--- config.mk ---
export PLATFORM = sky130hd
export DESIGN_NAME = sample_capture
export DESIGN_NICKNAME = d
export VERILOG_FILES = /design/src/rtl/sample_capture.sv
export SDC_FILE = /design/constraint.sdc
export NUM_CORES = 2
export LEC_CHECK = 0
export ABC_AREA = 1
export BUFFER_PORTS_ARGS = -buffer_cell sky130_fd_sc_hd__clkbuf_2
export CAP_MARGIN = 20
export CORE_AREA = 10 10 374 376
export CTS_BUF_LIST = sky130_fd_sc_hd__clkbuf_16
export DETAILED_ROUTE_END_ITERATION = 6
export DIE_AREA = 0 0 384 386
export GPL_TIMING_DRIVEN = 0
export SKIP_LAST_GASP = 1
export SYNTH_ARGS = -nofsm -noshare
export SYNTH_HDL_FRONTEND = slang
export SYNTH_SLANG_ARGS = --single-unit
--- constraint.sdc ---
create_clock -name clk -period 2.2 [get_ports clk]
set_input_delay 0.11 -clock clk [delete_from_list [all_inputs] [get_ports clk]]
set_output_delay 0.11 -clock clk [all_outputs]
set_load 0.05 [all_outputs]
--- src/rtl/sample_capture.sv ---
// Triggered single-frame ADC capture buffer with optional decimation.
// Define CAPTURE_TRIG_EN for the level/edge trigger; without it capture free-runs from the first sample.
module sample_capture #(
  parameter int SAMPLES = 80,
  parameter int DECIM   = 1
) (
  input  logic        clk,
  input  logic        rst,
  input  logic [11:0] adc_data,
  input  logic        adc_valid,
  input  logic [11:0] trig_level,
  input  logic        trig_rising,
  input  logic        arm,
  input  logic        frame_ack,
  output logic [11:0] data [SAMPLES-1:0],
  output logic        frame_valid,
  output logic        busy
);

  localparam int IW = (SAMPLES > 1) ? $clog2(SAMPLES) : 1;
  localparam int DW = (DECIM > 1) ? $clog2(DECIM) : 1;
  localparam logic [IW-1:0] LAST  = IW'(SAMPLES - 1);
  localparam logic [DW-1:0] DLAST = DW'(DECIM - 1);

  typedef enum logic [1:0] {S_IDLE, S_WAIT, S_CAPT, S_HOLD} state_t;

  state_t        r_st, w_nxt;
  logic [IW-1:0] r_widx, w_widx_nxt, w_waddr;
  logic [DW-1:0] r_dcnt, w_dcnt_nxt;
  logic [11:0]   r_prev, w_prev_nxt;
  logic          r_pvld, w_pvld_nxt;
  logic          w_we, w_trig;
  logic          r_busy, r_fv;
  logic [11:0]   r_data [SAMPLES-1:0];

`ifdef CAPTURE_TRIG_EN
  always_comb begin
    w_trig = 1'b0;
    if (r_pvld)
      w_trig = trig_rising ? (r_prev < trig_level && adc_data >= trig_level)
                           : (r_prev > trig_level && adc_data <= trig_level);
  end
`else
  logic w_unused;
  assign w_trig   = 1'b1;
  assign w_unused = ^{trig_level, trig_rising, r_prev, r_pvld};
`endif

  always_comb begin
    w_nxt      = r_st;
    w_we       = 1'b0;
    w_waddr    = r_widx;
    w_widx_nxt = r_widx;
    w_dcnt_nxt = r_dcnt;
    w_prev_nxt = r_prev;
    w_pvld_nxt = r_pvld;
    case (r_st)
      S_IDLE: begin
        if (arm) begin
          w_nxt      = S_WAIT;
          w_pvld_nxt = 1'b0;
        end
      end
      S_WAIT: begin
        if (adc_valid) begin
          w_prev_nxt = adc_data;
          w_pvld_nxt = 1'b1;
          if (w_trig) begin
            w_we       = 1'b1;
            w_waddr    = '0;
            w_dcnt_nxt = '0;
            if (LAST == '0) begin
              w_nxt      = S_HOLD;
              w_widx_nxt = '0;
            end else begin
              w_nxt      = S_CAPT;
              w_widx_nxt = IW'(1);
            end
          end
        end
      end
      S_CAPT: begin
        if (adc_valid) begin
          if (r_dcnt == DLAST) begin
            w_we       = 1'b1;
            w_dcnt_nxt = '0;
            // index saturates at the last entry; the frame is done
            if (r_widx == LAST) w_nxt = S_HOLD;
            else                w_widx_nxt = r_widx + IW'(1);
          end else begin
            w_dcnt_nxt = r_dcnt + DW'(1);
          end
        end
      end
      S_HOLD: begin
        if (frame_ack) begin
          w_nxt = arm ? S_WAIT : S_IDLE;
          if (arm) w_pvld_nxt = 1'b0;
        end
      end
      default: w_nxt = S_IDLE;
    endcase
  end

  always_ff @(posedge clk) begin
    if (rst) begin
      r_st   <= S_IDLE;
      r_widx <= '0;
      r_dcnt <= '0;
      r_prev <= '0;
      r_pvld <= 1'b0;
      r_busy <= 1'b0;
      r_fv   <= 1'b0;
    end else begin
      r_st   <= w_nxt;
      r_widx <= w_widx_nxt;
      r_dcnt <= w_dcnt_nxt;
      r_prev <= w_prev_nxt;
      r_pvld <= w_pvld_nxt;
      r_busy <= (w_nxt == S_WAIT) || (w_nxt == S_CAPT);
      r_fv   <= (w_nxt == S_HOLD);
    end
  end

  always_ff @(posedge clk) begin
    if (rst) begin
      for (int i = 0; i < SAMPLES; i++) r_data[i] <= '0;
    end else if (w_we) begin
      r_data[w_waddr] <= adc_data;
    end
  end

  assign data        = r_data;
  assign frame_valid = r_fv;
  assign busy        = r_busy;

endmodule
==> impl_metrics.sql <==
INSERT INTO impl_metrics (metric_group, metric, value, unit) VALUES
('worst_setup_path', 'worstPathRequired', '2.80', 'ns'),
('timing', 'tightestPinTransition', '1.26', 'ns'),
('synth', 'postSynthRegisterBits', '971', ''),
('routing', 'post_drt_via_cell_ratio', '4.70', ''),
('power', 'power.density_cell_area', '796', 'nW/µm²'),
('cells_and_area', 'areaGrowthSynthToFinish', '35.6', '%'),
('power', 'internal_power', '27900', 'µW'),
('timing', 'slew_headroom', '16.2', '%'),
('cts', 'clk_pin_slew', '0.06', 'ns'),
('synth', 'unique_masters_post_synth', '24', ''),
('power', 'clock_power_share', '44.7', '%'),
('power', 'irDropWorstVdd', '0.699', 'mV'),
('power', 'fin_total_pwr', '38400', 'µW'),
('power', 'power_switching', '10500', 'µW'),
('worst_setup_path', 'timing.critical_path.max_delay_family', 'simple AND/OR/NAND/NOR gates', ''),
('run_status', 'status', 'complete, no violations', ''),
('worst_setup_path', 'cp_cell_sequence', 'inv_4, ha_2, buf_6, nand2_1, nand2_2, nand2_8, nor2_4, buf_6, nand3_4, clkbuf_16, o21ai_4, nor2_1', ''),
('timing', 'fmax', '457', 'MHz'),
('cts', 'ctsRootBufferMaster', 'sky130_fd_sc_hd__clkbuf_16', ''),
('cells_and_area', 'fillCellCount', '14000', ''),
('power', 'power.share.sequential', '46.3', '%'),
('worst_setup_path', 'setup.worst_path.start_class', 'flip-flop', ''),
('synth', 'ys_seq_area_share', '54.6', '%'),
('worst_setup_path', 'worst-endpoint-arrival', '2.78', 'ns'),
('cells_and_area', 'layout_commonest_cell', 'sky130_fd_sc_hd__nor2_1', ''),
('routing', 'ant_nets', '0', ''),
('synth', 'netlist_instances', '4901', ''),
('timing', 'timing.final.crit_period', '2.19', 'ns'),
('cts', 'worst_skew_pair.late_latency', '0.74', 'ns'),
('cells_and_area', 'final_core_util', '36.4', '%'),
('floorplan', 'floorplan.rows', '134', ''),
('cells_and_area', 'nNetsFinal', '6072', ''),
('cts', 'clockBufferDepth', '3', ''),
('power', 'p_leak', '0.0234', 'µW'),
('power', 'power.share.combinational', '9.0', '%'),
('floorplan', 'dieHeight', '386', 'µm'),
('placed_design', 'dpl.hpwl', '141000', 'µm'),
('routing', 'routed-via-count', '37100', ''),
('worst_setup_path', 'cpMaxStageDelayCell', 'sky130_fd_sc_hd__dfxtp_4', ''),
('floorplan', 'core_region_area', '133000', 'µm²'),
('worst_setup_path', 'setup.worst_path.end_class', 'flip-flop', ''),
('timing', 'timing.final.setup_violations', '0', ''),
('global_routing', 'grt_use_total', '23.8', '%'),
('cts', 'ctsHtreeMaxLevel', '3', ''),
('cts', 'numCtsBuffers', '108', ''),
('worst_setup_path', 'critPathKind', 'reg -> reg', ''),
('min_path', 'worstHoldPathCells', '4', ''),
('routing', 'route.detailed.wl_per_inst', '23.7', 'µm'),
('timing', 'finalHoldViolations', '0', ''),
('global_routing', 'pin_count_of_the_biggest_net_entering_global_routing', '17', ''),
('global_routing', 'total_congestion_overflow_after_global_routing', '0', ''),
('worst_setup_path', 'count_of_buffering_cells_on_the_critical_path_with_inverters_included', '4', ''),
('worst_setup_path', 'critical_path.max_stage_delay', '0.37', 'ns'),
('placed_design', 'gp_routability_congestion', '0.880', ''),
('routing', 'detailed_router_s_first_iteration_violation_count', '3336', ''),
('timing', 'report.final.slew_viol_count', '0', ''),
('worst_setup_path', 'cp_num_cells', '12', ''),
('routing', 'post-route-drc-count', '0', ''),
('routing', 'detailedRoute.firstPassIterationCount', '5', ''),
('timing', 'rsz0062_at_grt', 'yes', ''),
('cells_and_area', 'post_route_cells_drive_above_1_share', '25.1', '%'),
('flow_run', 'max_cap_check_violation_count', '0', ''),
('power', 'power.share.switching', '27.4', '%'),
('floorplan', 'floorplan.die_area', '148000', 'µm²'),
('timing', 'final.setup_skew', '0.0550', 'ns'),
('cells_and_area', 'layout.cells.most_common_list', 'sky130_fd_sc_hd__nor2_1, sky130_fd_sc_hd__clkbuf_2, sky130_fd_sc_hd__dfxtp_1', ''),
('placed_design', 'port_buffers', '965', ''),
('routing', 'route.final.wire_length', '187000', 'µm'),
('timing', 'post_route_setup_slack', '0.0140', 'ns'),
('timing', 'final.period_utilization', '99.4', '%'),
('cts', 'cts.sink_count', '971', '');
[worst paths after layout]
kind	from	to	slack, ns
setup reg to reg	r_st[0]$_SDFF_PP0_	data[2]$_SDFFE_PP0P_	0.01
hold / removal	rst	r_widx[2]$_SDFFE_PP0P_	0.14
setup / recovery	r_st[0]$_SDFF_PP0_	data[2]$_SDFFE_PP0P_	0.01
hold reg to reg	data[558]$_SDFFE_PP0P_	data[558]$_SDFFE_PP0P_	0.48
[sequential cells by signal, summed over array words and instances (netlist names)]
name	count
frame_valid	1
busy	1
r_st	2
r_widx	7
data	960
[metal layers]
layer | routed length [µm] | global-route usage [%]
met1 | 76700 | 29.1
met2 | 86600 | 38.9
met3 | 15800 | 6.47
met4 | 8230 | 10.7
met5 | 62 | 0
[power by group through the flow]
stage	Sequential, µW	Combinational, µW	Clock (µW)
global placement	18200	2660	0
detailed placement	18200	2720	0
finish	17800	3440	17200
CTS	17800	3080	17400
global route	17800	3660	18100
floorplan	18400	1140	0
[final cells by class]
class	count	area, µm²	area share (%)
antenna	3	7.51	0.0156
buffer	373	2030	4.21
clock buffer	109	2730	5.65
clock inverter	86	562	1.16
inverter	278	1080	2.25
multi-input combinational	3258	14400	29.7
sequential	971	19400	40.3
tap	1768	2210	4.58
timing repair buffer	1046	5840	12.1
[cell usage after synthesis]
cell type	n	area, µm²
sky130_fd_sc_hd__nor2_2	7	43.8
sky130_fd_sc_hd__and3_1	1	6.26
sky130_fd_sc_hd__inv_1	237	890
sky130_fd_sc_hd__buf_1	75	282
sky130_fd_sc_hd__buf_4	2	15.0
sky130_fd_sc_hd__nand3_1	32	160
sky130_fd_sc_hd__o22ai_1	1	6.26
sky130_fd_sc_hd__o21ai_1	35	175
sky130_fd_sc_hd__nand2_2	7	43.8
sky130_fd_sc_hd__inv_2	41	154
sky130_fd_sc_hd__o21ai_0	750	3750
sky130_fd_sc_hd__nand4_1	3	18.8
sky130_fd_sc_hd__nand2_1	411	1540
sky130_fd_sc_hd__nand3_2	2	20.0
sky130_fd_sc_hd__nor2_1	1888	7090
sky130_fd_sc_hd__clkbuf_1	239	897
sky130_fd_sc_hd__a21oi_1	3	15.0
sky130_fd_sc_hd__nor2_4	1	11.3
sky130_fd_sc_hd__ha_1	6	75.1
sky130_fd_sc_hd__buf_2	77	385
sky130_fd_sc_hd__nor3_1	110	551
sky130_fd_sc_hd__buf_6	1	11.3
sky130_fd_sc_hd__dfxtp_1	971	19400
sky130_fd_sc_hd__o21ai_4	1	16.3
[per-stage QoR]
step / setup TNS [ns] / cells / hold slack [ns] / instance area, µm²
after floorplan: 0 / 4901 / 0.328 / 35600
final: 0 / 7892 / 0.141 / 48300
after global placement: -817.58 / 7634 / 0.463 / 42600
after detailed placement: -681.75 / 7654 / 0.472 / 43000
after global routing: -2.83 / 7889 / 0.184 / 48300
after CTS: -1.10 / 7881 / 0.0319 / 47500
[worst reg2reg max path, cell delays in order (launching register included)]
cell and delay (ns):
sky130_fd_sc_hd__dfxtp_4 0.37, sky130_fd_sc_hd__inv_4 0.07, sky130_fd_sc_hd__ha_2 0.17, sky130_fd_sc_hd__buf_6 0.10, sky130_fd_sc_hd__nand2_1 0.06, sky130_fd_sc_hd__nand2_2 0.12, sky130_fd_sc_hd__nand2_8 0.10, sky130_fd_sc_hd__nor2_4 0.24
sky130_fd_sc_hd__buf_6 0.18, sky130_fd_sc_hd__nand3_4 0.21, sky130_fd_sc_hd__clkbuf_16 0.28, sky130_fd_sc_hd__o21ai_4 0.14, sky130_fd_sc_hd__nor2_1 0.05
[logic make-up (layout without fill, tap and decap cells)]
| family | Yosys count | count (layout) | share of synthesized area [%] |
|---|---|---|---|
| simple gates | 2462 | 2462 | 26.6 |
| flops | 971 | 971 | 54.6 |
| compound gates | 790 | 790 | 11.1 |
| buf+inv | 672 | 1892 | 7.40 |
| fa+ha+maj | 6 | 6 | 0.211 |
| other cells | 0 | 3 | 0 |
[timing repair]
item	in CTS	in global routing
buffers inserted	31	21
hold buffers	6	0
gates cloned	2	1
endpoints found under the hold margin	5	0
gates resized for setup	295	288
endpoints found under the setup margin	956	856
pin swaps	20	20
Power figures use the tool's default switching activity.
